--- src/rtl/pll_led.sv ---
// pll_led
// Simulated PLL lock indicator plus six divided-rate LED blinkers.
// After reset release a lock counter runs for LOCK_CYCLES clock edges and then
// raises the locked flag. Once locked, each channel i toggles its LED every
// DIVi clock edges, giving a 50% duty square wave of period 2*DIVi cycles.
//
// Ports:
//   clk  - system clock (nominal 100 MHz)
//   RST  - synchronous active-high reset
//   led  - led[5:0] divided-rate toggle outputs, led[6] lock indicator
module pll_led #(
  parameter int unsigned LOCK_CYCLES = 64,
  parameter int unsigned DIV0 = 10,
  parameter int unsigned DIV1 = 20,
  parameter int unsigned DIV2 = 40,
  parameter int unsigned DIV3 = 80,
  parameter int unsigned DIV4 = 160,
  parameter int unsigned DIV5 = 320
) (
  input  logic       clk,
  input  logic       RST,
  output logic [6:0] led
);

  localparam int NUM_CH = 6;

  // Terminal counts are precomputed so the per-edge compares are plain
  // equality checks against constants of matching width.
  localparam logic [15:0] LOCK_LAST = 16'(LOCK_CYCLES - 1);

  localparam logic [23:0] DIV_LAST [NUM_CH] = '{
    24'(DIV0 - 1), 24'(DIV1 - 1), 24'(DIV2 - 1),
    24'(DIV3 - 1), 24'(DIV4 - 1), 24'(DIV5 - 1)
  };

  logic [15:0]       lock_cnt;
  logic              locked;
  logic [23:0]       div_cnt [NUM_CH];
  logic [NUM_CH-1:0] blink;

  // Lock sequencer: counts edges until the terminal count, then latches
  // locked and stops counting until the next reset.
  always_ff @(posedge clk) begin
    if (RST) begin
      lock_cnt <= '0;
      locked   <= 1'b0;
    end else if (!locked) begin
      lock_cnt <= lock_cnt + 16'd1;
      if (lock_cnt == LOCK_LAST) begin
        locked <= 1'b1;
      end
    end
  end

  // Channel dividers: held at zero while unlocked so that every channel
  // starts counting from the same edge that follows lock.
  always_ff @(posedge clk) begin
    if (RST || !locked) begin
      for (int i = 0; i < NUM_CH; i++) begin
        div_cnt[i] <= '0;
      end
      blink <= '0;
    end else begin
      for (int i = 0; i < NUM_CH; i++) begin
        if (div_cnt[i] == DIV_LAST[i]) begin
          div_cnt[i] <= '0;
          blink[i]   <= ~blink[i];
        end else begin
          div_cnt[i] <= div_cnt[i] + 24'd1;
        end
      end
    end
  end

  // Both fields come straight from flip-flops; no logic sits on this path.
  assign led = {locked, blink};

endmodule

--- config.mk ---
export PLATFORM = sky130hd
export DESIGN_NAME = pll_led
export DESIGN_NICKNAME = d
export VERILOG_FILES = /design/src/rtl/pll_led.sv
export SDC_FILE = /design/constraint.sdc
export NUM_CORES = 1
export LEC_CHECK = 0
export CORE_MARGIN = 2
export CORE_UTILIZATION = 55
export DETAILED_ROUTE_END_ITERATION = 8
export PLACE_DENSITY = 0.78
export SLEW_MARGIN = 20
export SYNTH_ARGS = -nofsm -noshare
export SYNTH_HDL_FRONTEND = slang
export SYNTH_SLANG_ARGS = --single-unit
--- constraint.sdc ---
create_clock -name clk -period 2.15 [get_ports clk]
set_input_delay 0.43 -clock clk [delete_from_list [all_inputs] [get_ports clk]]
set_output_delay 0.43 -clock clk [all_outputs]
set_load 0.03 [all_outputs]
==> reports/metrics.yaml, run 1 <==
outcome:
  outcome: "finished clean"
timing:
  slew_violations: 0
  min_period_ps: 2080
  hold_viol: 0
  rsz0062_at_grt: "no"
  fin_tns_setup_ps: 0
  fin_worst_skew_ps: 5.457
  fmax_mhz: 480.7
  setup_viol: 0
  period_share: 0.9676
place:
  hpwl_mm: 12.14
  place.gp.congestion: 0.8315
  place_area_mm2: 0.01012
  io_buffers: 8
pwr:
  p_switching_w: 0.001498
  p_sw_frac: 0.2137
  worst_ir_drop_vdd_mv: 0.5971
  p_leak_nw: 3.565
  p_clk_frac: 0.437
  p_seq_frac: 0.533
  p_comb_frac: 0.030
  internal-power_w: 0.005513
  powerDensity_mw_per_mm2: 652.9
  total_power_w: 0.007011
logic_synthesis:
  yosys.area.top_type: "edfxtp_1"
  synth-xor-area-share: 0.08774
  synthAdderAreaFrac: 0.01102
  async_flop_share: 0
  synthCells: 893
  synth_top_family_by_area: "simple AND/OR/NAND/NOR gates"
  synth-simple-area-share: 0.2636
  yosys-top-cells-area: "edfxtp_1, dfxtp_1, xnor2_1"
  ys_ff_latch: 167
  synth-main-ff-cell: "edfxtp_1"
  ys_types: 46
  synthMuxAreaShare: 0.001102
  avgSynthCellArea_um2: 10.17
  yosys_warnings: 0
  synth-compound-area-share: 0.07810
  synth_edf_count: 144
  syn_area_mm2: 0.009084
  ys_seq_area_frac: 0.5267
  synth_top_area_share: 0.4760
setup_path:
  cp.arrival_ps: 2260
  critical_path_class: "register to register"
  cp.required_ps: 2330
  endpoint_kind: "register"
  worstSetupStartpointType: "register"
  worstPathCellList: "or4b_1 > or4_4 > o21ai_4 > buf_12 > nor2_1"
  critical_path.top_delay_family: "simple AND/OR/NAND/NOR gates"
  rrSetupSlack_ps: 70
  r2r-end: "div_cnt[2][6]"
  reg2reg_depth: 5
  crit_fanout: 21
  crit_buf_inv: 1
  timing.rr.start: "div_cnt[2][6]"
  cpPeakStageDelay_ps: 520
  cp_slowest_cell: "or4b_1"
layout:
  diodes: 0
  fin_nets: 1080
  area_growth_pct: 18.21
  design_area_mm2: 0.01074
  final_util: 0.6711
  fill_cells: 1273
  drive_above_1_share: 0.07941
cts:
  cts-htree-levels: 4
  cts_buffer_depth: 2
  clock_sinks: 167
  ctsHoldBuffers: 0
  path_clk_slew_ps: 60
  cts_tree: "done"
  clk_root_buffer_cell: "clkbuf_16"
  clock_latency_ps: 430
  cts_buffers: 17
  cts_setup_buffers: 0
global_route:
  use_met2: 0.3538
  grt_busiest_layer: "met2"
  grt_util_all_layers: 0.2085
  grt_pass1_wl_mm: 30.39
  gr-total-overflow: 0
  grtUsageMet3: 0.04751
  antenna_found_initial: 0
  grt_use_met1: 0.2645
  grt_pass1_vias: 6724
  grt_max_degree: 25
floorplan:
  start_util: 0.5677
  core_area_mm2: 0.01600
  pin_count: 9
  rows: 46
  dieArea_mm2: 0.01756
  die_w_um: 132.5
  die_h_um: 132.5
worst_hold_path:
  hp-start: "blink[1]"
  holdPathStages: 2
  min_to: "blink[1]"
  hold_class: "register to register"
detailed_routing:
  drt_first_pass_iters: 5
  via_count: 7087
  vias_per_cell: 5.456
  dr.first_iter.drc_count: 366
  wl_mm: 17.44
  ant_nets: 0
  drc_errors: 0
  avgRoutedWirePerCell_um: 13.43
flow_run:
  maxCapViolations: 0
-- cells in the final DEF (no fill, tap or decap), types with 23 or more instances in the layout --
master / synthesis / layout
nor2_1: 114 / 114
or3_1: 41 / 40
nand2_1: 42 / 42
o21ai_0: 41 / 39
or4_1: 24 / 23
nand3_1: 54 / 53
nand4_1: 47 / 47
inv_1: 25 / 25
buf_4: 3 / 40
nor4_1: 37 / 37
edfxtp_1: 144 / 144
conb_1: 1 / 144
xor2_1: 41 / 41
a21oi_1: 62 / 62
dfxtp_1: 23 / 23
xnor2_1: 50 / 50
-- tightest hold or removal path: stages, from the launching register on --
cell	delay [ps]
dfxtp_1	320
o21ai_0	80
a21oi_1	60
-- final cells by class --
type | instances | area [µm²] | share of cell area
Sequential cell | 167 | 4785 | 0.4456
Multi-Input combinational cell | 809 | 4582 | 0.4267
Clock buffer | 18 | 429.2 | 0.03997
Timing Repair Buffer | 50 | 420.4 | 0.03915
Tap cell | 216 | 270.3 | 0.02517
Clock inverter | 14 | 157.7 | 0.01468
Inverter | 25 | 93.84 | 0.008739
-- synthesized netlist by cell type, types with 2 or more instances --
master    number
edfxtp_1     144
nor2_1       114
a21oi_1       62
nand3_1       54
xnor2_1       50
nand4_1       47
nand2_1       42
o21ai_0       41
or3_1         41
xor2_1        41
nor4_1        37
inv_1         25
clkbuf_1      24
or4_1         24
dfxtp_1       23
o31ai_1       22
and4_1        19
nor3_1        16
and3_1         8
ha_1           8
nor4b_1        7
and2_1         5
o21ai_1        4
buf_2          3
buf_4          3
nor2b_1        3
and4_2         2
clkbuf_8       2
nand3b_1       2
nand4b_1       2
or2_1          2
or4b_1         2
-- what timing repair did --
item	in CTS	in global routing
gates resized for setup	0	6
endpoints found under the setup margin	0	37
endpoints found under the hold margin	0	0
-- flip-flops by register name (all words and copies together) (netlist names) --
signal    count
div_cnt     144
lock_cnt     16
blink         6
locked        1
-- metrics by stage --
step,hold slack (ps),setup slack [ps],instances
finish,502.0,69.55,1299
floorplan,471.4,63.60,1036
global route,539.1,1.050,1299
detailed placement,500.3,63.12,1267
global placement,468.2,86.61,1267
CTS,509.1,38.73,1299
-- power groups by stage --
stage	Combinational (W)	Sequential, W	Clock [W]
floorplan	0.000156	0.00377	0
global placement	0.000197	0.00380	0
detailed placement	0.000199	0.00380	0
CTS	0.000203	0.00373	0.00312
global route	0.000246	0.00375	0.00325
finish	0.000213	0.00374	0.00306
-- layer usage --
metal  wire (µm)  share of wire  vias up
met5           0              0        -
met2        8700           0.50      134
met1        7781           0.45     3339
li1            -              -     3589
met3         674          0.039       25
met4         286          0.016        0
-- logic make-up (layout without fill, tap and decap cells) --
kind of cell | Yosys count | count (layout)
simple gates | 435 | 435
flops | 167 | 167
other cells | 1 | 144
buf+inv | 60 | 107
mux | 1 | 1
fa+ha+maj | 8 | 8
compound gates | 130 | 130
xor+xnor | 91 | 91
-- worst max path at each step --
stage | start | end | depth (start not counted)
2_1_floorplan | div_cnt[2][7] | div_cnt[2][22] | 5
3_3_place_gp | div_cnt[2][6] | div_cnt[2][18] | 5
3_5_place_dp | div_cnt[2][6] | div_cnt[2][12] | 5
4_1_cts | div_cnt[2][6] | div_cnt[2][6] | 5
5_1_grt | div_cnt[2][6] | div_cnt[2][6] | 5
6_report | div_cnt[2][6] | div_cnt[2][6] | 5
No activity file was read; power rests on OpenSTA's default activity.
==> run 2: changes to the inputs <==
- CORE_UTILIZATION: 55 -> 57
- PLACE_DENSITY: 0.78 -> 0.8
==> reports/metrics.yaml, run 2 (synthesis gave the netlist of run 1 again) <==
setup_path:
  worstSetupStartpointType: "register"
  cp.arrival_ps: 2270
  crit_fanout: 8
  endpoint_kind: "register"
  timing.rr.start: "div_cnt[2][6]"
  cp.required_ps: 2330
  reg2reg_depth: 5
  critical_path_class: "register to register"
  r2r-end: "div_cnt[2][3]"
  rrSetupSlack_ps: 70
timing:
  slew-limit-headroom: 0.6458
  setup_viol: 0
  tightest_slew_ps: 528.9
  fin_worst_skew_ps: 10.53
  slew_violations: 0
  rsz0062_at_grt: "yes"
  fmax_mhz: 480.3
  hold_viol: 0
  period_share: 0.9685
  fin_tns_setup_ps: 0
  min_period_ps: 2082
cts:
  cts_buffers: 17
  cts_buffer_depth: 2
  clock_latency_ps: 430
  cts-htree-levels: 4
  ctsHoldBuffers: 0
  clk_root_buffer_cell: "clkbuf_16"
  cts_resized: 0
  path_clk_slew_ps: 60
  clock_sinks: 167
  cts_setup_buffers: 0
  cts_tree: "done"
floorplan:
  start_util: 0.5781
  die_h_um: 130.2
  rows: 46
  dieArea_mm2: 0.01696
  die_w_um: 130.2
  core_area_mm2: 0.01571
  pin_count: 9
layout:
  area_growth_pct: 18.43
  reg_top3: "div_cnt x144, lock_cnt x16, blink x6"
  largest_reg_flops: 144
  fin_nets: 1090
  diodes: 0
  drive_above_1_share: 0.08509
  fill_cells: 1230
  final_cell_mix: "edfxtp_1, conb_1, nor2_1"
  top_register: "div_cnt"
global_route:
  antenna_found_initial: 0
  gr-total-overflow: 0
  grt_util_all_layers: 0.2239
  grt_pass1_wl_mm: 30.55
  grt_pass1_vias: 6906
  grt_max_degree: 19
worst_hold_path:
  hp-start: "blink[3]"
  holdPathStages: 2
  hold_class: "register to register"
  min_to: "blink[3]"
place:
  place.gp.congestion: 0.8471
  hpwl_mm: 12.48
  io_buffers: 8
flow_run:
  maxCapViolations: 0
pwr:
  powerDensity_mw_per_mm2: 636.7
  worst_ir_drop_vdd_mv: 0.5891
  total_power_w: 0.006849
  p_leak_nw: 3.575
detailed_routing:
  via_count: 7162
  drt_first_pass_iters: 5
  drc_errors: 0
  ant_nets: 0
  dr.first_iter.drc_count: 553
  vias_per_cell: 5.471
  wl_mm: 17.82
  avgRoutedWirePerCell_um: 13.61
outcome:
  outcome: "finished clean"
run 2: routing by layer:
layer	vias to the layer above	share of wire	global-route usage
li1	3617	-	-
met1	3385	0.45	0.2872
met2	131	0.50	0.3791
met3	29	0.036	0.04633
met4	0	0.016	0.07843
met5	-	0	0
run 2: through the flow:
step / util / setup WS [ps] / instances / cell area [µm²] / hold WS (ps)
2_1_floorplan: - / 63.60 / 1036 / 9620 / 471.4
3_3_place_gp: 0.6473 / -102.1 / 1277 / 10170 / 482.3
3_5_place_dp: 0.6473 / -144.4 / 1277 / 10170 / 490.0
4_1_cts: 0.6822 / 54.13 / 1309 / 10720 / 498.0
5_1_grt: 0.6847 / -9.315 / 1309 / 10760 / 527.2
6_report: 0.6847 / 67.82 / 1309 / 10760 / 500.7
run 2: critical path, cell delays in order (launching register included):
cell and delay [ps]:
edfxtp_1 390, or4b_1 520, or4_4 520, o21ai_4 180, buf_4 180, nor2_1 60
run 2: worst max-delay path by stage:
stage                       start              to  cells past startpoint
finish              div_cnt[2][6]   div_cnt[2][3]                      5
global route        div_cnt[2][6]   div_cnt[2][3]                      5
CTS                 div_cnt[2][6]  div_cnt[2][19]                      5
detailed placement            RST  div_cnt[5][23]                      5
global placement              RST  div_cnt[5][21]                      5
floorplan           div_cnt[2][7]  div_cnt[2][22]                      5
run 2: final cells by class:
| cell class | count | area, µm² | share of cell area |
|---|---|---|---|
| Clock inverter | 11 | 107.6 | 0.01000 |
| Sequential cell | 167 | 4785 | 0.4448 |
| Multi-Input combinational cell | 809 | 4587 | 0.4264 |
| Timing Repair Buffer | 60 | 474.2 | 0.04408 |
| Tap cell | 216 | 270.3 | 0.02512 |
| Clock buffer | 21 | 440.4 | 0.04094 |
| Inverter | 25 | 93.84 | 0.008723 |
run 2: report_power, final:
| part | switching (W) | internal, W | leakage [nW] | total [W] |
|---|---|---|---|---|
| Sequential | 0.000120 | 0.00361 | 1.67 | 0.00373 |
| Combinational | 0.000135 | 0.0000917 | 1.64 | 0.000227 |
| Clock | 0.00120 | 0.00169 | 0.267 | 0.00289 |
